[src/rtl/uart_wb_master.sv]
// rtl/uart_wb_master.sv - single-transfer Wishbone initiator for the UART register slave
module uart_wb_master #(
  parameter int ADDR_WIDTH = 5,
  parameter int TIMEOUT    = 16
) (
  input  logic                  clk,
  input  logic                  wb_rst_i,
  input  logic                  cmd_valid_i,
  output logic                  cmd_ready_o,
  input  logic                  cmd_we_i,
  input  logic                  cmd_size_i,
  input  logic [ADDR_WIDTH-1:0] cmd_adr_i,
  input  logic [31:0]           cmd_dat_i,
  output logic                  rsp_valid_o,
  input  logic                  rsp_ready_i,
  output logic [31:0]           rsp_dat_o,
  output logic                  rsp_err_o,
  output logic                  wb_cyc_o,
  output logic                  wb_stb_o,
  output logic                  wb_we_o,
  output logic [ADDR_WIDTH-1:0] wb_adr_o,
  output logic [3:0]            wb_sel_o,
  output logic [31:0]           wb_dat_o,
  input  logic [31:0]           wb_dat_i,
  input  logic                  wb_ack_i,
  output logic                  busy_o
);

  typedef enum logic [1:0] {IDLE = 2'd0, BUS = 2'd1, RESP = 2'd2} state_t;

  localparam logic [7:0] LAST_CNT = 8'(TIMEOUT - 1);

  state_t      state;
  logic [7:0]  cnt;
  logic        size_q;
  logic [1:0]  lane_q;
  logic        misaligned;
  logic [3:0]  sel_d;
  logic [31:0] wdat_d;
  logic [31:0] rdat;

  assign cmd_ready_o = (state == IDLE);
  assign busy_o      = (state != IDLE);
  assign misaligned  = cmd_size_i && (cmd_adr_i[1:0] != 2'b00);

  // Byte accesses ride on the lane picked by the low address bits.
  always_comb begin
    sel_d  = 4'b1111;
    wdat_d = cmd_dat_i;
    if (!cmd_size_i) begin
      sel_d  = 4'b0001 << cmd_adr_i[1:0];
      wdat_d = {24'd0, cmd_dat_i[7:0]} << {cmd_adr_i[1:0], 3'b000};
    end
  end

  always_comb begin
    rdat = wb_dat_i;
    if (!size_q) rdat = {24'd0, wb_dat_i[8*lane_q +: 8]};
  end

  always_ff @(posedge clk or posedge wb_rst_i) begin
    if (wb_rst_i) begin
      state       <= IDLE;
      cnt         <= '0;
      size_q      <= 1'b0;
      lane_q      <= 2'b00;
      rsp_valid_o <= 1'b0;
      rsp_dat_o   <= '0;
      rsp_err_o   <= 1'b0;
      wb_cyc_o    <= 1'b0;
      wb_stb_o    <= 1'b0;
      wb_we_o     <= 1'b0;
      wb_adr_o    <= '0;
      wb_sel_o    <= '0;
      wb_dat_o    <= '0;
    end else begin
      case (state)
        IDLE: begin
          if (cmd_valid_i) begin
            size_q <= cmd_size_i;
            lane_q <= cmd_adr_i[1:0];
            cnt    <= '0;
            if (misaligned) begin
              rsp_valid_o <= 1'b1;
              rsp_err_o   <= 1'b1;
              rsp_dat_o   <= '0;
              state       <= RESP;
            end else begin
              wb_cyc_o <= 1'b1;
              wb_stb_o <= 1'b1;
              wb_we_o  <= cmd_we_i;
              wb_adr_o <= cmd_adr_i;
              wb_sel_o <= sel_d;
              wb_dat_o <= wdat_d;
              state    <= BUS;
            end
          end
        end
        BUS: begin
          // ACK wins over the timeout when both land on the same edge.
          if (wb_ack_i) begin
            wb_cyc_o    <= 1'b0;
            wb_stb_o    <= 1'b0;
            rsp_valid_o <= 1'b1;
            rsp_err_o   <= 1'b0;
            rsp_dat_o   <= wb_we_o ? 32'd0 : rdat;
            state       <= RESP;
          end else if (cnt == LAST_CNT) begin
            wb_cyc_o    <= 1'b0;
            wb_stb_o    <= 1'b0;
            rsp_valid_o <= 1'b1;
            rsp_err_o   <= 1'b1;
            rsp_dat_o   <= '0;
            state       <= RESP;
          end else begin
            cnt <= cnt + 8'd1;
          end
        end
        RESP: begin
          if (rsp_ready_i) begin
            rsp_valid_o <= 1'b0;
            state       <= IDLE;
          end
        end
        default: state <= IDLE;
      endcase
    end
  end

endmodule

[config.mk]
export PLATFORM = sky130hd
export DESIGN_NAME = uart_wb_master
export DESIGN_NICKNAME = d
export VERILOG_FILES = /design/src/rtl/uart_wb_master.sv
export SDC_FILE = /design/constraint.sdc
export NUM_CORES = 1
export LEC_CHECK = 0
export CAP_MARGIN = 15
export CORE_MARGIN = 3
export CORE_UTILIZATION = 30
export CTS_CLUSTER_SIZE = 40
export DETAILED_ROUTE_END_ITERATION = 6
export PLACE_DENSITY = 0.6
export RECOVER_POWER = 100
export SLEW_MARGIN = 20
export SYNTH_ARGS = -nofsm -noshare
export SYNTH_HDL_FRONTEND = slang
export SYNTH_SLANG_ARGS = --single-unit
[constraint.sdc]
create_clock -name clk -period 4.5 [get_ports clk]
set_clock_uncertainty 0.05 [all_clocks]
set_input_delay 1.35 -clock clk [delete_from_list [all_inputs] [get_ports clk]]
set_output_delay 1.35 -clock clk [all_outputs]
set_load 0.05 [all_outputs]
* Yosys cells after proc, flatten, opt, wreduce, memory -nomap -nowiden
Cells that the tools add are included.
** Word-level totals
- Flip-flop bits (word level) :: 90
- Input bits :: 76
- Output and inout bits :: 80
- Logic and storage cells :: 72
** Operators by class
- $add $sub $neg :: 1
- Equality and inequality tests :: 10
- Shift-type cells :: 3
- Mux-type cells :: 32
- Bitwise operators :: 1
- Reductions and logical operators :: 13
** Operators by type and width (count)
- 2-to-1 mux 32 bit :: 7
- one-hot mux 32 bit (2 select lines) :: 1
- indexed part select 32 x 6 -> 8 bit :: 1
- << shifter 8 x 5 -> 32 bit :: 1
- 2-to-1 mux 8 bit :: 3
- one-hot mux 8 bit (2 select lines) :: 1
- AND reduction 4 bit :: 3
- 2-to-1 mux 1 bit :: 10
- 2-to-1 mux 2 bit :: 5
- inequality test 2 bit, second input constant :: 5
- adder 8 x 1 -> 8 bit, second input constant :: 1
- equality test 8 x 4 -> 1 bit, second input constant :: 1
- one-hot mux 2 bit (3 select lines) :: 1
- AND reduction 3 bit :: 2
- nonzero test 2 bit :: 3
- AND reduction 5 bit :: 1
- 2-to-1 mux 4 bit :: 1
- one-hot mux 1 bit (2 select lines) :: 2
- << shifter 1 x 2 -> 4 bit, first input constant :: 1
- inequality test 3 bit, second input constant :: 1
- one-hot mux 1 bit (3 select lines) :: 1
- nonzero test 3 bit :: 1
- equality test 2 x 1 -> 1 bit, second input constant :: 1
- equality test 2 bit, second input constant :: 1
- 5 further kinds :: 5

* Depth between registers and ports, before layout
Gate-level depths: netlist (run 1).
- Depth after elaboration :: 5
- Gate-level depth with buffers :: 7
- Gate-level depth less buffers :: 5

* Least setup slack after synthesis (run 1)
No wires, ideal clock.
- Path kind :: reg-to-output
- Start :: reg state[0]
- End :: out cmd_ready_o
- Arrival time :: 1.282 ns
- Data required time :: 3.100 ns
- Setup slack :: 1.818 ns
- Stages on the path, launching flop included :: 4
- Buffers on the path :: 1
- Path through :: dfrtp_1 > buf_6 > or2_2 > inv_1
** On the way
- Cells in the longest elaborated chain, start to end :: 1
** RTL lines
- start: declaration :: RTL line 33 : state_t state;
- start signal: assignment :: RTL line 63 : state <= IDLE;
- start signal: assignment :: RTL line 87 : state <= RESP;
- start signal: assignment :: RTL line 95 : state <= BUS;
- zero test 2 bit :: RTL line 42 : assign cmd_ready_o = (state == IDLE);
- end: declaration :: RTL line 9 : output logic cmd_ready_o,
No other way between the ends.

* Worst setup path after layout (run 1)
- Start :: in cmd_valid_i
- End :: reg wb_dat_o[1]
** On the way
- Cells in the longest elaborated chain, start to end :: 1
** RTL lines
- start: declaration :: RTL line 8 : input logic cmd_valid_i,
- AND reduction 3 bit (no line)
- end signal: assignment :: RTL line 94 : wb_dat_o <= wdat_d;
- end: declaration :: RTL line 23 : output logic [31:0] wb_dat_o,
No other way between the ends.
A chain may end at the register's enable or synchronous reset.

==> results of run 1 <==
==> flip-flops by register name (all words and copies together), names as in the netlist <==
signal	count
lane_q	2
rsp_dat_o	32
wb_we_o	1
wb_stb_o	1
rsp_valid_o	1
wb_sel_o	4
wb_dat_o	32
size_q	1
state	2
rsp_err_o	1
cnt	8
wb_adr_o	5
==> metrics by stage <==
stage	cell area, um^2	utilization	worst slack [ns]
after detailed placement	5800	0.431	0.912
after global placement	5800	0.431	0.904
after CTS	6170	0.458	0.989
final	6150	0.457	0.781
after floorplan	4200	-	0.765
after global routing	6150	0.457	0.543
==> cells in the final DEF (no fill, tap or decap), types with 3 or more instances in the layout <==
| cell type | synthesis | routed |
|---|---|---|
| nor2_1 | 30 | 30 |
| dfrtp_1 | 90 | 90 |
| o22ai_1 | 6 | 6 |
| a311oi_1 | 6 | 6 |
| clkdlybuf4s50_1 | 0 | 71 |
| xnor2_1 | 5 | 5 |
| o2bb2ai_1 | 8 | 8 |
| nand3_1 | 3 | 3 |
| a22oi_1 | 10 | 10 |
| a21oi_1 | 22 | 22 |
| nand2_1 | 45 | 46 |
| nor2b_1 | 10 | 10 |
| bufinv_16 | 0 | 4 |
| dlygate4sd3_1 | 0 | 84 |
| mux2_2 | 5 | 5 |
| nand2b_1 | 10 | 10 |
| clkbuf_16 | 0 | 9 |
| a22o_1 | 32 | 32 |
| o21ai_0 | 37 | 37 |
| mux2i_1 | 4 | 4 |
| inv_1 | 15 | 14 |
==> routing by layer <==
| metal | track usage | part of all wire |
|---|---|---|
| met4 | 0.0490 | 0.0096 |
| met1 | 0.215 | 0.45 |
| met2 | 0.236 | 0.45 |
| met3 | 0.0510 | 0.089 |
| met5 | 0 | 0 |
==> path summary, 6_finish.rpt <==
| kind | to | start |
|---|---|---|
| max | wb_dat_o[1]$_DFFE_PP0P_ | cmd_valid_i |
| min | wb_sel_o[0]$_DFFE_PP0P_ | wb_sel_o[0]$_DFFE_PP0P_ |
| max reg2reg | wb_dat_o[1]$_DFFE_PP0P_ | state[0]$_DFFE_PP0P_ |
| min reg2reg | wb_sel_o[0]$_DFFE_PP0P_ | wb_sel_o[0]$_DFFE_PP0P_ |
| max in group asynchronous | rsp_dat_o[30]$_DFFE_PP0P_ | wb_rst_i |
| min in group asynchronous | wb_dat_o[11]$_DFFE_PP0P_ | wb_rst_i |
==> cell type report <==
| type | count | area (um^2) | area share |
|---|---|---|---|
| Inverter | 15 | 57.6 | 0.00936 |
| Timing Repair Buffer | 158 | 1580 | 0.258 |
| Sequential cell | 90 | 2250 | 0.366 |
| Tap cell | 176 | 220 | 0.0358 |
| Multi-Input combinational cell | 265 | 1660 | 0.271 |
| Clock buffer | 11 | 243 | 0.0395 |
| Clock inverter | 5 | 125 | 0.0204 |
==> worst reg2reg max path, delay by kind of cell (launching register included) <==
family	cells	cell delay, ns
DFF	1	0.52
buffers and inverters	1	0.57
AOI/OAI and AO/OA	1	0.32
and+or+nand+nor	2	1.13
==> power groups by stage <==
stage / registers, W / clock network, W / logic, W
global placement: 0.00137 / 0 / 0.00228
CTS: 0.00136 / 0.000940 / 0.00229
finish: 0.00135 / 0.000916 / 0.00216
global route: 0.00140 / 0.000972 / 0.00228
detailed placement: 0.00137 / 0 / 0.00229
floorplan: 0.00223 / 0 / 0.000661
==> kinds of logic after synthesis <==
kind of cell,count (synthesis),share of synthesized area
AO/OA/AOI/OAI,132,0.217
XOR/XNOR,5,0.0104
adder cells (fa/ha/maj),1,0.00298
buffers and inverters,48,0.0634
flip-flops,90,0.536
multiplexers,10,0.0265
AND/OR/NAND/NOR,117,0.144
==> flow_metrics.env, run 1 <==
export IMPL_status="finished with violations"
export IMPL_violations="max-capacitance violations, max-slew violations"
export IMPL_track_usage=0.157
export IMPL_cpMaxStageDelayCell="nand2_1"
export IMPL_fin_crit_sh=0.826
export IMPL_cts_root_buf="clkbuf_16"
export IMPL_path_cells="dlygate4sd3_1, nor3b_4, nand2_1, clkbuf_2, a22o_1"
export IMPL_layout_nets=616
export IMPL_grt_overflow_total=0
export IMPL_synth_largest_type_area_fraction=0.536
export IMPL_synth_cells=403
export IMPL_reg2reg_slack_ns=1.80
export IMPL_vdd_ir_drop_worst_mv=0.367
export IMPL_clockPowerShare=0.207
export IMPL_fill_cells=1288
export IMPL_ant_nets=0
export IMPL_diodes=0
export IMPL_power_density_mw_per_mm2=720
export IMPL_swShare=0.459
export IMPL_synth_most_common_cell="dfrtp_1"
export IMPL_cp_required_ns=4.67
export IMPL_p_sw_w=0.00203
export IMPL_yosys_top_cells_area="dfrtp_1, a22o_1, o21ai_0"
export IMPL_area_growth_pct=46.3
export IMPL_gp_congestion=0.804
export IMPL_dieArea_mm2=0.0155
export IMPL_combPwrFrac=0.488
export IMPL_fp_row_count=42
export IMPL_drv_cap=1
export IMPL_path_class="input pin to register"
export IMPL_clock_latency_ns=0.33
export IMPL_max_slew_worst_pin_slew_ns=1.81
export IMPL_synth_nets=480
export IMPL_finalPower_w=0.00442
export IMPL_wirelength_mm=12.1
export IMPL_cts_hold_buffers=0
export IMPL_route_detailed_drc=0
export IMPL_place_inst=704
export IMPL_start_util=0.312
export IMPL_finalSetupViolations=0
export IMPL_ctsResizeCount=0
export IMPL_cp_start_kind="input pin"
export IMPL_hp_class="register to register"
export IMPL_antenna_found_initial=0
export IMPL_cts_clk_slew_worst_paths_ns=0.06
export IMPL_grt_max_degree=53
export IMPL_ios=156
export IMPL_via_per_inst=5.02
export IMPL_crit_buf_inv=2
export IMPL_rsz0062_at_grt="no"
export IMPL_drive_gt1_frac=0.0607
export IMPL_holdPathStages=1
export IMPL_syn_area_mm2=0.00420
export IMPL_synth_distinct_cells=50
export IMPL_synth_enable_flop_cells=0
export IMPL_final_cells=720
export IMPL_fmax_mhz=269
export IMPL_max_slew_margin_rel=-0.211
export IMPL_postCtsSetupRepairBufs=0
export IMPL_synthFlopType="dfrtp_1"
export IMPL_first_pass_iters=4
export IMPL_yosys_top_cells_count="dfrtp_1, nand2_1, o21ai_0, a22o_1, nor2_1"
export IMPL_min_period_ns=3.72
export IMPL_portBuffers=155
export IMPL_cts_tree="yes"
export IMPL_fp_dieH_um=124
export IMPL_core_area_mm2=0.0135
export IMPL_clock_sinks=90
export IMPL_critPathMaxStageDelay_ns=0.72
export IMPL_fin_tns_setup_ns=0
export IMPL_intPower_w=0.00239
export IMPL_async_flop_share=1.00
export IMPL_cpLargestDelayFamily="buffers and inverters"
export IMPL_arrival_ns=3.89
export IMPL_synth_seq_cells=90
export IMPL_ys_seq_area_frac=0.536
export IMPL_path_max_fanout=36
export IMPL_ys_warn_count=0
export IMPL_report_final_slew_viol_count=39
export IMPL_grt_first_pass_wirelength_mm=19.9
export IMPL_first_global_vias=3664
export IMPL_htreeDepth=3
export IMPL_r2r_cells=4
export IMPL_cp_end_kind="register"
export IMPL_die_w_um=124
export IMPL_hpwlAfterDp_mm=8.82
export IMPL_drtIter0Drc=229
export IMPL_cts_buffers=9
export IMPL_hold_ws_ns=0.426
export IMPL_routedWlPerCell_um=16.8
export IMPL_hold_viol_final=0
export IMPL_synth_largest_area_cell="dfrtp_1"
export IMPL_crit_cells=5
export IMPL_vias=3615
export IMPL_p_leak_nw=2.80
export IMPL_seqPwrFrac=0.304
export IMPL_avgSynthCellArea_um2=10.4
export IMPL_clock_path_buffers=2
(Power assumes the default switching activity.)
==> run 2, diff against run 1 <==
--- a/config.mk
+++ b/config.mk
@@ -10,7 +10,7 @@
 export CORE_UTILIZATION = 30
 export CTS_CLUSTER_SIZE = 40
 export DETAILED_ROUTE_END_ITERATION = 6
-export PLACE_DENSITY = 0.6
+export PLACE_DENSITY = 0.62
 export RECOVER_POWER = 100
 export SLEW_MARGIN = 20
 export SYNTH_ARGS = -nofsm -noshare
==> constraint.sdc (replaced) <==
create_clock -name clk -period 3.1 [get_ports clk]
set_clock_uncertainty 0.05 [all_clocks]
set_input_delay 0.93 -clock clk [delete_from_list [all_inputs] [get_ports clk]]
set_output_delay 0.93 -clock clk [all_outputs]
set_load 0.05 [all_outputs]
==> run 2 against run 1 <==
  * Largest cell class unchanged
  * Hold slack gained 0.0019 ns
  * Flip-flop and latch count unchanged
  * Sequential share of layout area is 0.082 points lower
  * Largest power group unchanged
  * Critical path depth down 3
  * The flow now finishes without violations
  * Combinational power is 47% higher
  * Critical path type is now register to primary output
  * Utilization is 0.10 points higher
  * Clock-buffer cell count increased by 2
==> flow_metrics.env, run 2 (synthesis gave the netlist of run 1 again) <==
export IMPL_pre_cts_slack_ns=0.309
export IMPL_drv_cap=0
export IMPL_mostFrequentLayoutCells="dfrtp_1, dlygate4sd3_1, clkdlybuf4s50_1"
export IMPL_grt_first_pass_wirelength_mm=20.0
export IMPL_dpl_cell_area_mm2=0.00587
export IMPL_final_cells=727
export IMPL_place_inst=712
export IMPL_worst_slack_ns=0.191
export IMPL_path_cells="or2_2, dlygate4sd3_1"
export IMPL_cp_end_kind="primary output"
export IMPL_hold_end="wb_dat_o[12]$_DFFE_PP0P_"
export IMPL_r2r_end="rsp_dat_o[13]$_DFFE_PP0P_"
export IMPL_hpwlAfterDp_mm=8.64
export IMPL_antenna_found_initial=0
export IMPL_diodes=0
export IMPL_grt_max_degree=91
export IMPL_cpMaxStageDelayCell="dlygate4sd3_1"
export IMPL_report_final_slew_viol_count=0
export IMPL_vias=3591
export IMPL_postCtsSetupRepairBufs=0
export IMPL_min_period_ns=2.91
export IMPL_clock_path_buffers=2
export IMPL_hp_class="register to register"
export IMPL_clock_sinks=90
export IMPL_ctsResizeCount=0
export IMPL_fin_area_mm2=0.00616
export IMPL_first_global_vias=3609
export IMPL_fmax_mhz=344
export IMPL_ant_nets=0
export IMPL_final_util=0.458
export IMPL_path_class="register to primary output"
export IMPL_route_detailed_drc=0
export IMPL_reg_largest_list="rsp_dat_o: 32 flops, wb_dat_o: 32 flops, cnt: 8 flops"
export IMPL_track_usage=0.159
export IMPL_fin_crit_sh=0.938
export IMPL_hold_viol_final=0
export IMPL_path_max_fanout=9
export IMPL_cp_required_ns=2.12
export IMPL_worstHoldStart="wb_dat_o[12]$_DFFE_PP0P_"
export IMPL_core_area_mm2=0.0135
export IMPL_p_leak_nw=2.81
export IMPL_first_pass_iters=4
export IMPL_routedWlPerCell_um=16.7
export IMPL_die_w_um=124
export IMPL_clock_latency_ns=0.34
export IMPL_area_growth_pct=46.6
export IMPL_cts_root_buf="clkbuf_16"
export IMPL_final_common_cell="dfrtp_1"
export IMPL_r2r_cells=5
export IMPL_max_slew_margin_rel=0.175
export IMPL_fill_cells=1321
export IMPL_vdd_ir_drop_worst_mv=0.462
export IMPL_via_per_inst=4.94
export IMPL_status="completed"
export IMPL_cts_hold_buffers=0
export IMPL_grt_overflow_total=0
export IMPL_max_slew_worst_pin_slew_ns=1.24
export IMPL_wirelength_mm=12.2
export IMPL_portBuffers=155
export IMPL_cts_tree="yes"
export IMPL_gp_congestion=0.828
export IMPL_arrival_ns=1.93
export IMPL_drive_gt1_frac=0.0726
export IMPL_cp_start_kind="register"
export IMPL_fp_row_count=42
export IMPL_reg2reg_slack_ns=0.95
export IMPL_critPathMaxStageDelay_ns=0.77
export IMPL_cts_clk_slew_worst_paths_ns=0.06
export IMPL_rsz0062_at_grt="no"
export IMPL_fin_tns_setup_ns=0
export IMPL_layout_nets=624
export IMPL_power_density_mw_per_mm2=1020
export IMPL_drtIter0Drc=220
export IMPL_holdPathStages=2
export IMPL_cts_buffers=9
export IMPL_ios=156
export IMPL_htreeDepth=3
export IMPL_start_util=0.312
export IMPL_dieArea_mm2=0.0155
export IMPL_fp_dieH_um=124
export IMPL_finalSetupViolations=0
export IMPL_timing_rr_start="cnt[0]$_DFFE_PP0P_"
[run 2: critical path: cells and delay by family (launching register included)]
kind                   cells  cell delay [ns]
buffers and inverters      1             0.77
flip-flops                 1             0.48
AND/OR/NAND/NOR            1             0.34
[run 2: stage by stage]
stage                     hold slack (ns)  total power, W
after floorplan                     0.423         0.00419
after global placement              0.422         0.00532
after detailed placement            0.425         0.00535
after CTS                           0.442         0.00657
after global routing                0.452         0.00665
final                               0.428         0.00631
[run 2: cell type report]
cell class              instances  area (um^2)  share of cell area
clock buffers                  13          260              0.0423
clock inverters                 2         60.1             0.00975
inverters                      15         60.1             0.00975
multi-input cells             265         1670               0.271
flip-flops and latches         90         2250               0.366
well taps                     176          220              0.0358
repair buffers                166         1640               0.266
[run 2: worst max path at each step]
stage / start / to / slack (ns) / depth (start not counted)
after floorplan: state[0]$_DFFE_PP0P_ / cmd_ready_o / 0.84 / 3
after global placement: cmd_adr_i[1] / wb_dat_o[7]$_DFFE_PP0P_ / 0.32 / 5
after detailed placement: cmd_adr_i[1] / wb_dat_o[7]$_DFFE_PP0P_ / 0.31 / 5
after CTS: state[1]$_DFFE_PP0P_ / cmd_ready_o / 0.04 / 3
after global routing: state[1]$_DFFE_PP0P_ / busy_o / 0.11 / 2
final: state[1]$_DFFE_PP0P_ / busy_o / 0.19 / 2
[run 2: report_power, final]
| part | internal [W] | leakage [nW] | switching (W) |
|---|---|---|---|
| Combinational | 0.000999 | 1.48 | 0.00218 |
| Clock | 0.000747 | 0.156 | 0.000444 |
| Sequential | 0.00160 | 1.18 | 0.000335 |
[run 2: metal layers]
layer,global-route usage,part of all wire,wire (um)
met2,0.238,0.43,5250
met1,0.218,0.46,5600
met5,0,0,0
met3,0.0519,0.092,1130
met4,0.0561,0.015,187
==> run 3, diff against run 2 <==
--- a/config.mk
+++ b/config.mk
@@ -6,7 +6,7 @@
 export NUM_CORES = 1
 export LEC_CHECK = 0
 export CAP_MARGIN = 15
-export CORE_MARGIN = 3
+export CORE_ASPECT_RATIO = 1.75
 export CORE_UTILIZATION = 30
 export CTS_CLUSTER_SIZE = 40
 export DETAILED_ROUTE_END_ITERATION = 6
@@ -16,3 +16,4 @@
 export SYNTH_ARGS = -nofsm -noshare
 export SYNTH_HDL_FRONTEND = slang
 export SYNTH_SLANG_ARGS = --single-unit
+export TNS_END_PERCENT = 100
==> run 3 against run 2 <==
  * Final cell count up 0.41%
  * Final area barely moved
  * Global-route usage grew 1.3 points
  * Utilization down 0.27 points
  * Total power is 0.19% lower
  * Non-clock buffer count grew 4
  * Critical path type unchanged
  * Largest cell class unchanged
==> flow_metrics.env, run 3 (synthesis gave the netlist of run 1 again) <==
export IMPL_status="completed"
export IMPL_vdd_ir_drop_worst_mv=0.493
export IMPL_hp_class="register to register"
export IMPL_portBuffers=155
export IMPL_postCtsSetupRepairBufs=0
export IMPL_crit_buf_inv=2
export IMPL_r2r_cells=5
export IMPL_antenna_found_initial=0
export IMPL_wirelength_mm=12.2
export IMPL_mostFrequentLayoutCells="dfrtp_1, dlygate4sd3_1, clkdlybuf4s50_1"
export IMPL_first_pass_iters=4
export IMPL_hpwlAfterDp_mm=9.16
export IMPL_fin_area_mm2=0.00615
export IMPL_holdPathStages=2
export IMPL_htreeDepth=3
export IMPL_grt_overflow_total=0
export IMPL_area_growth_pct=46.5
export IMPL_arrival_ns=1.97
export IMPL_dieArea_mm2=0.0145
export IMPL_cts_hold_buffers=0
export IMPL_cpLargestDelayFamily="buffers and inverters"
export IMPL_fmax_mhz=339
export IMPL_path_cells="or2_2, inv_1, clkdlybuf4s50_1"
export IMPL_ant_nets=0
export IMPL_ctsResizeCount=0
export IMPL_route_detailed_drc=0
export IMPL_cp_required_ns=2.12
export IMPL_start_util=0.311
export IMPL_first_global_vias=3689
export IMPL_finalSetupViolations=0
export IMPL_path_class="register to primary output"
export IMPL_power_density_mw_per_mm2=1020
export IMPL_clock_sinks=90
export IMPL_grt_first_pass_wirelength_mm=19.5
export IMPL_cts_tree="yes"
export IMPL_clock_latency_ns=0.33
export IMPL_p_leak_nw=2.82
export IMPL_dpl_cell_area_mm2=0.00590
export IMPL_cts_buffers=9
export IMPL_via_per_inst=4.97
export IMPL_min_period_ns=2.95
export IMPL_p_sw_w=0.00296
export IMPL_critPathMaxStageDelay_ns=0.79
export IMPL_die_w_um=91.5
export IMPL_gp_congestion=0.766
export IMPL_cpMaxStageDelayCell="clkdlybuf4s50_1"
export IMPL_drive_gt1_frac=0.0809
export IMPL_fin_tns_setup_ns=0
export IMPL_final_common_cell="dfrtp_1"
export IMPL_fill_cells=1282
export IMPL_cp_start_kind="register"
export IMPL_reg_largest_list="rsp_dat_o: 32 flops, wb_dat_o: 32 flops, cnt: 8 flops"
export IMPL_seqPwrFrac=0.307
export IMPL_cts_root_buf="clkbuf_16"
export IMPL_drv_cap=0
export IMPL_report_final_slew_viol_count=0
export IMPL_core_area_mm2=0.0135
export IMPL_cp_end_kind="primary output"
export IMPL_drtIter0Drc=140
export IMPL_intPower_w=0.00334
export IMPL_swShare=0.470
export IMPL_cts_clk_slew_worst_paths_ns=0.07
export IMPL_vias=3630
export IMPL_rsz0062_at_grt="no"
export IMPL_ios=156
export IMPL_fin_crit_sh=0.952
export IMPL_clock_path_buffers=2
export IMPL_hold_viol_final=0
export IMPL_grt_max_degree=66
export IMPL_fp_dieH_um=159
export IMPL_layout_nets=628
export IMPL_combPwrFrac=0.505
export IMPL_max_slew_worst_pin_slew_ns=1.19
export IMPL_max_slew_margin_rel=0.208
export IMPL_clockPowerShare=0.188
export IMPL_diodes=0
export IMPL_track_usage=0.172
export IMPL_crit_cells=3
export IMPL_fp_row_count=56
export IMPL_path_max_fanout=9
export IMPL_routedWlPerCell_um=16.7
-- run 3: cell types whose count changed in the layout (fill, tap and decap cells not counted), sizes merged --
cell and delta:
buf +2, clkbuf +1, clkdlybuf4s50 +1, clkinvlp +2
dlygate4sd3 -1
-- run 3: power groups by stage --
stage / registers, W / logic (W) / clock network [W]
final: 0.00194 / 0.00318 / 0.00118
after detailed placement: 0.00198 / 0.00338 / 0
after global placement: 0.00197 / 0.00335 / 0
after global routing: 0.00201 / 0.00334 / 0.00126
after CTS: 0.00197 / 0.00338 / 0.00121
after floorplan: 0.00323 / 0.000960 / 0
-- run 3: final cells by class --
| cell class | count | area (um^2) | share of cell area |
|---|---|---|---|
| Sequential cell | 90 | 2250 | 0.366 |
| Clock buffer | 12 | 246 | 0.0400 |
| Inverter | 15 | 57.6 | 0.00935 |
| Timing Repair Buffer | 170 | 1640 | 0.267 |
| Multi-Input combinational cell | 265 | 1660 | 0.270 |
| Tap cell | 174 | 218 | 0.0354 |
| Clock inverter | 4 | 75.1 | 0.0122 |
-- run 3: metrics by stage --
step | util | power, W | std cells | setup slack (ns) | hold WS (ns)
finish | 0.455 | 0.00630 | 730 | 0.149 | 0.426
global route | 0.455 | 0.00661 | 730 | 0.0233 | 0.458
floorplan | - | 0.00419 | 403 | 0.838 | 0.423
detailed placement | 0.436 | 0.00536 | 714 | 0.377 | 0.423
global placement | 0.436 | 0.00532 | 714 | 0.392 | 0.418
CTS | 0.460 | 0.00657 | 730 | 0.101 | 0.438
-- run 3: final timing paths --
| path | startpoint | endpoint | slack (ns) |
|---|---|---|---|
| setup / recovery | state[1]$_DFFE_PP0P_ | cmd_ready_o | 0.15 |
| min in group asynchronous | wb_rst_i | rsp_dat_o[11]$_DFFE_PP0P_ | 1.15 |
| hold reg to reg | wb_dat_o[11]$_DFFE_PP0P_ | wb_dat_o[11]$_DFFE_PP0P_ | 0.43 |
| max in group asynchronous | wb_rst_i | wb_dat_o[6]$_DFFE_PP0P_ | 0.57 |
| setup reg to reg | cnt[0]$_DFFE_PP0P_ | rsp_dat_o[20]$_DFFE_PP0P_ | 0.76 |
| hold / removal | wb_dat_o[11]$_DFFE_PP0P_ | wb_dat_o[11]$_DFFE_PP0P_ | 0.43 |
-- run 3: worst min-delay path: stages (launching register included) --
cell and delay, ns:
dfrtp_1 0.34, nand2_1 0.05, o21ai_0 0.06
-- run 3: layer usage --
layer / wire (um) / vias up / global-route usage / part of all wire
met5: 0 / - / 0 / 0
met4: 252 / 0 / 0.0673 / 0.021
met3: 712 / 15 / 0.0306 / 0.058
met2: 6290 / 146 / 0.312 / 0.52
met1: 4950 / 1751 / 0.200 / 0.41
li1: - / 1718 / - / -
